## src/rtl/mips_cpu_pkg.sv

```systemverilog
// rtl/mips_cpu_pkg.sv - shared MIPS CPU opcodes and store-unit state type
package mips_cpu_pkg;

  localparam logic [5:0] OP_LB  = 6'b100000;
  localparam logic [5:0] OP_LH  = 6'b100001;
  localparam logic [5:0] OP_LWL = 6'b100010;
  localparam logic [5:0] OP_LW  = 6'b100011;
  localparam logic [5:0] OP_LBU = 6'b100100;
  localparam logic [5:0] OP_LHU = 6'b100101;
  localparam logic [5:0] OP_LWR = 6'b100110;
  localparam logic [5:0] OP_SB  = 6'b101000;
  localparam logic [5:0] OP_SH  = 6'b101001;
  localparam logic [5:0] OP_SWL = 6'b101010;
  localparam logic [5:0] OP_SW  = 6'b101011;
  localparam logic [5:0] OP_SWR = 6'b101110;

  typedef enum logic [1:0] {IDLE, WRITE, RESP} store_state_t;

endpackage

```

## src/rtl/mips_cpu_store_align.sv

```systemverilog
// rtl/mips_cpu_store_align.sv - store lane formatting: byte enables and lane-aligned data
module mips_cpu_store_align
  import mips_cpu_pkg::*;
(
  input  logic [5:0]  opcode,
  input  logic [1:0]  off,
  input  logic [31:0] rt,
  output logic [3:0]  be,
  output logic [31:0] data,
  output logic        misaligned,
  output logic        illegal
);

  always_comb begin
    be         = 4'b0000;
    data       = 32'h0;
    misaligned = 1'b0;
    illegal    = 1'b0;
    case (opcode)
      OP_SB: begin
        be   = 4'b0001 << off;
        data = {4{rt[7:0]}};
      end
      OP_SH: begin
        misaligned = off[0];
        be         = off[1] ? 4'b1100 : 4'b0011;
        data       = {2{rt[15:0]}};
      end
      OP_SW: begin
        misaligned = (off != 2'b00);
        be         = 4'b1111;
        data       = rt;
      end
      // swl writes the high end of rt into the low lanes up to the addressed byte
      OP_SWL: begin
        case (off)
          2'b00:   begin be = 4'b0001; data = {24'h0, rt[31:24]}; end
          2'b01:   begin be = 4'b0011; data = {16'h0, rt[31:16]}; end
          2'b10:   begin be = 4'b0111; data = {8'h0, rt[31:8]};   end
          default: begin be = 4'b1111; data = rt;                 end
        endcase
      end
      OP_SWR: begin
        case (off)
          2'b00:   begin be = 4'b1111; data = rt;                 end
          2'b01:   begin be = 4'b1110; data = {rt[23:0], 8'h0};   end
          2'b10:   begin be = 4'b1100; data = {rt[15:0], 16'h0};  end
          default: begin be = 4'b1000; data = {rt[7:0], 24'h0};   end
        endcase
      end
      default: illegal = 1'b1;
    endcase
  end

endmodule

```

## src/rtl/mips_cpu_store_unit.sv

```systemverilog
// rtl/mips_cpu_store_unit.sv - store unit: one byte-enabled data-memory write per request
module mips_cpu_store_unit
  import mips_cpu_pkg::*;
#(
  parameter int TIMEOUT_CYCLES = 255
) (
  input  logic        clk,
  input  logic        rst,
  input  logic        req_valid,
  output logic        req_ready,
  input  logic [5:0]  opcode,
  input  logic [31:0] addr,
  input  logic [31:0] rtdata,
  output logic [31:0] mem_address,
  output logic        mem_write,
  output logic [3:0]  mem_byteenable,
  output logic [31:0] mem_writedata,
  input  logic        mem_waitrequest,
  output logic        done,
  output logic        err
);

  localparam int CW = (TIMEOUT_CYCLES > 0) ? $clog2(TIMEOUT_CYCLES + 1) : 1;
  localparam logic [CW-1:0] TMAX = CW'(TIMEOUT_CYCLES);

  store_state_t state, state_d;
  logic [CW-1:0] cnt, cnt_d;
  logic          fail_q, fail_d;
  logic          accept;
  logic [31:2]   addr_q;
  logic [3:0]    be_q;
  logic [31:0]   data_q;

  logic [3:0]    al_be;
  logic [31:0]   al_data;
  logic          al_misaligned;
  logic          al_illegal;

  mips_cpu_store_align u_align (
    .opcode     (opcode),
    .off        (addr[1:0]),
    .rt         (rtdata),
    .be         (al_be),
    .data       (al_data),
    .misaligned (al_misaligned),
    .illegal    (al_illegal)
  );

  always_ff @(posedge clk or negedge rst) begin
    if (!rst) begin
      state  <= IDLE;
      cnt    <= '0;
      fail_q <= 1'b0;
      addr_q <= '0;
      be_q   <= 4'b0000;
      data_q <= 32'h0;
    end else begin
      state  <= state_d;
      cnt    <= cnt_d;
      fail_q <= fail_d;
      if (accept) begin
        addr_q <= addr[31:2];
        be_q   <= al_be;
        data_q <= al_data;
      end
    end
  end

  always_comb begin
    state_d = state;
    cnt_d   = cnt;
    fail_d  = fail_q;
    accept  = 1'b0;
    case (state)
      IDLE: begin
        cnt_d = '0;
        if (req_valid) begin
          accept = 1'b1;
          if (al_misaligned || al_illegal) begin
            state_d = RESP;
            fail_d  = 1'b1;
          end else begin
            state_d = WRITE;
            fail_d  = 1'b0;
          end
        end
      end
      WRITE: begin
        if (!mem_waitrequest) begin
          state_d = RESP;
          fail_d  = 1'b0;
        end else begin
          cnt_d = cnt + CW'(1);
          if (TIMEOUT_CYCLES > 0 && cnt_d == TMAX) begin
            state_d = RESP;
            fail_d  = 1'b1;
          end
        end
      end
      RESP: begin
        state_d = IDLE;
        cnt_d   = '0;
      end
      default: state_d = IDLE;
    endcase
  end

  // Bus outputs decode straight from state so a reset drops the strobe at once
  assign req_ready      = (state == IDLE);
  assign mem_write      = (state == WRITE);
  assign mem_byteenable = (state == WRITE) ? be_q : 4'b0000;
  assign mem_address    = {addr_q, 2'b00};
  assign mem_writedata  = data_q;
  assign done           = (state == RESP) && !fail_q;
  assign err            = (state == RESP) && fail_q;

endmodule
```

## config.mk

```make
export PLATFORM = sky130hd
export DESIGN_NAME = mips_cpu_store_unit
export DESIGN_NICKNAME = d
export VERILOG_FILES = /design/src/rtl/mips_cpu_pkg.sv /design/src/rtl/mips_cpu_store_align.sv /design/src/rtl/mips_cpu_store_unit.sv
export SDC_FILE = /design/constraint.sdc
export NUM_CORES = 1
export LEC_CHECK = 0
export CAP_MARGIN = 15
export CORE_ASPECT_RATIO = 1.4
export CORE_MARGIN = 2
export CORE_UTILIZATION = 50
export DETAILED_ROUTE_END_ITERATION = 6
export HOLD_SLACK_MARGIN = 0.12
export PLACE_DENSITY = 0.86
export REMOVE_ABC_BUFFERS = 1
export SETUP_SLACK_MARGIN = 0.02
export SYNTH_ARGS = -nofsm -noshare
export SYNTH_HDL_FRONTEND = slang
export SYNTH_SLANG_ARGS = --single-unit
```

## constraint.sdc

```tcl
create_clock -name clk -period 3.65 [get_ports clk]
set_input_delay 0.365 -clock clk [delete_from_list [all_inputs] [get_ports clk]]
set_output_delay 0.365 -clock clk [all_outputs]
set_load 0.02 [all_outputs]
```

==> flow_summary.toml <==
[outcome]
outcome = "finished, final reports clean"

[sta]
final_max_slew_viol_count = 0
setup_skew_ps = 11.3
timing.final.crit_share_pct = 68.7
tightestPinTransition_ps = 966
period_minus_slack_ps = 2510
setup_slack_ps = 1140
fin_tns_setup_ps = 0
maxClockFrequency_ghz = 0.399
rsz0062_at_grt = "false"
final_hold_viol_count = 0
setup_viol_count_final = 0
timing.slew.headroom_pct = 35.6

[worst_setup_path]
path_max_fanout = 17
worst_setup_path_end_kind = "output port"
arrival_ps = 2140
startpoint_type = "flop"
path_class = "flop to output port"
required_ps = 3280

[clocking]
post_cts.resized_instances = 0
cts_setup_buffers = 0
clock_tree.root_cell = "clkbuf_16"
clockBufferDepth = 2
clk_pin_slew_worst_setup_hold_paths_ps = 60
cts-htree-levels = 3
worst_skew_pair.late_latency_ps = 340
cts.sink_count = 77
tritoncts = "yes"
cts_inserted_buffers = 9
cts.hold.buffers_added = 0

[logic_synthesis]
synth_mux_area_share_pct = 5.73
synth.avg_cell_area_um2 = 9.08
yosysTopAreaCell = "dfrtp_1"
synthTopCellsByCount = "nand2_1 (121), dfrtp_1 (77), nor2_1 (28)"
synth_largest_type_area_fraction_pct = 43.7
synth-seq-cells = 77
synth.distinct_cells = 59
postSynth.asyncResetShare_pct = 100
synthAdderAreaFrac_pct = 0.567
number_of_synthesized_flops_with_an_enable_pin = 0
synth.yosys.seq_area_share_pct = 43.7
synth_top_cells_by_area = "dfrtp_1 (44%), nand2_1 (10%), a22oi_1 (4.3%), a21oi_1 (2.6%), mux2_2 (2.6%)"
syn_inst = 486
synth-compound-area-share_pct = 19.9
synth-xor-area-share_pct = 1.79
synth_ff_type = "dfrtp_1"
synth_top_family_by_area = "simple AND/OR/NAND/NOR gates"
synth.most_common_cell = "nand2_1"
synthesis.area_mm2 = 0.00441
yosys_warnings = 0
synth_simple_gate_area_share_pct = 22.6

[power]
power_switching_mw = 0.770
clockPowerShare_pct = 38.1
max-vdd-ir-drop_uv = 288
seq_power_share_pct = 37.4
power.share.switching_pct = 29.3
power.combinational.fraction_pct = 24.5
p_per_area_mw_per_mm2 = 425
internal_power_mw = 1.85
p_leak_nw = 2.69

[drt]
route.detailed.wl_per_inst_um = 18.6
drt-initial-drc-count = 329
final_antenna_net_count = 0
dr_total_vias = 4296
1st_pass_router_iterations = 5
viasPerCell = 5.94
detail_route.wirelength_um = 13400
remaining_drc_errors = 0

[placement]
placement.setup.worst_slack_ps = 920
finalWeightedCongestion = 0.957
port_buffers = 143
hpwlAfterDp_um = 9470

[floorplan]
core_area_mm2 = 0.00856
floorplan.initialDensity_pct = 51.6
die_w_um = 83.4
die_height_um = 115
top_level_ports = 146
die_area_mm2 = 0.00960
core.rowCount = 40

[grt]
vias_in_the_first_global_route = 4261
grt_pass1_wl_um = 21400
grt_remaining_overflow = 0
grt_max_degree = 78
grt_antenna_before_repair = 0
global_route.usage.total_pct = 28.1

[final_layout]
antenna_diodes = 0
area_growth_syn_to_layout_pct = 39.8
final_core_util_pct = 72.1
final_nets = 689
layout-drive-gt1-share_pct = 9.39

[run]
timing.max_cap.violations = 0

[worst_hold_path]
hold_class = "primary input to async pin"
==> through the flow <==
| stage | instance area, µm² | hold slack, ps | power, mW | instances |
|---|---|---|---|---|
| after floorplan | 4210 | 69.4 | 1.28 | 450 |
| after global routing | 6170 | 278 | 2.73 | 723 |
| final | 6170 | 177 | 2.62 | 723 |
| after global placement | 5840 | 459 | 1.62 | 707 |
| after detailed placement | 5840 | 461 | 1.64 | 707 |
| after CTS | 6170 | 215 | 2.64 | 723 |
==> power groups by stage <==
stage	clock network, mW	registers (mW)	logic (mW)
5_1_grt	1.05	0.990	0.690
4_1_cts	1.01	0.982	0.645
3_5_place_dp	0	0.996	0.641
3_3_place_gp	0	0.992	0.631
6_report	1.00	0.981	0.644
2_1_floorplan	0	1.09	0.186
==> cells by family after synthesis <==
family                     after synthesis
xor gates and xnor gates                 9
AOI/OAI and AO/OA                      126
and+or+nand+nor                        204
buffers and inverters                   47
DFF                                     77
adders and majority gates                2
muxes                                   20
other                                    1
==> metal layers <==
metal  global-route usage (%)  wire (µm)  up-vias
met5                        0          0        -
met4                     16.6        598        0
met3                     5.38       1050       52
met2                     48.0       6770      240
met1                     33.1       5030     2031
li1                         -          -     1973
==> state kept, by name, summed over array words and instances, names as in the netlist <==
register and cells:
cnt 8, addr_q 30, state 2, mem_writedata 32, fail_q 1, be_q 4
==> worst max-delay path, cell delays in order, from the launching register on <==
cell	delay, ps
dfrtp_1	620
nor2b_1	400
and2_1	190
clkdlybuf4s50_1	600
==> layout make-up <==
type,instances,area [µm²]
Clock buffer,10,239
Clock inverter,6,93.8
Fill cell,658,2390
Inverter,10,37.5
Multi-Input combinational cell,363,2250
Sequential cell,77,1930
Tap cell,105,131
Timing Repair Buffer,152,1500
==> cell usage in the layout (no fill, tap or decap), types with 3 or more instances in the layout <==
cell type,instances
a221oi_1,12
nor2b_1,6
clkbuf_16,9
nor3_4,3
nand2_1,120
nor3_1,4
nor2_1,28
o21ai_0,7
dfrtp_1,77
mux4_2,3
xnor2_1,5
nand3b_1,3
xor2_1,4
a21oi_1,23
and2_1,14
nand3_1,4
clkdlybuf4s50_1,142
nand4_1,4
a222oi_1,8
inv_1,9
a22o_1,4
mux2_2,10
a22oi_1,25
a32o_1,3
mux2i_1,5
o21ai_1,21
buf_4,10
a21oi_2,4
a21o_1,3
==> worst paths after layout <==
check | depth (start not counted) | start | slack [ps] | endpoint
worst min register to register | 2 | addr_q[3] | 470 | addr_q[3]
max in group asynchronous | 1 | rst | 2850 | state[0]
worst max-delay path | 3 | state[0] | 1140 | mem_byteenable[0]
worst min-delay path | 1 | rst | 180 | cnt[5]
worst max register to register | 5 | state[0] | 1440 | mem_writedata[6]
min in group clk | 2 | addr_q[3] | 470 | addr_q[3]
Note: power is estimated with default switching activity, not from simulation.
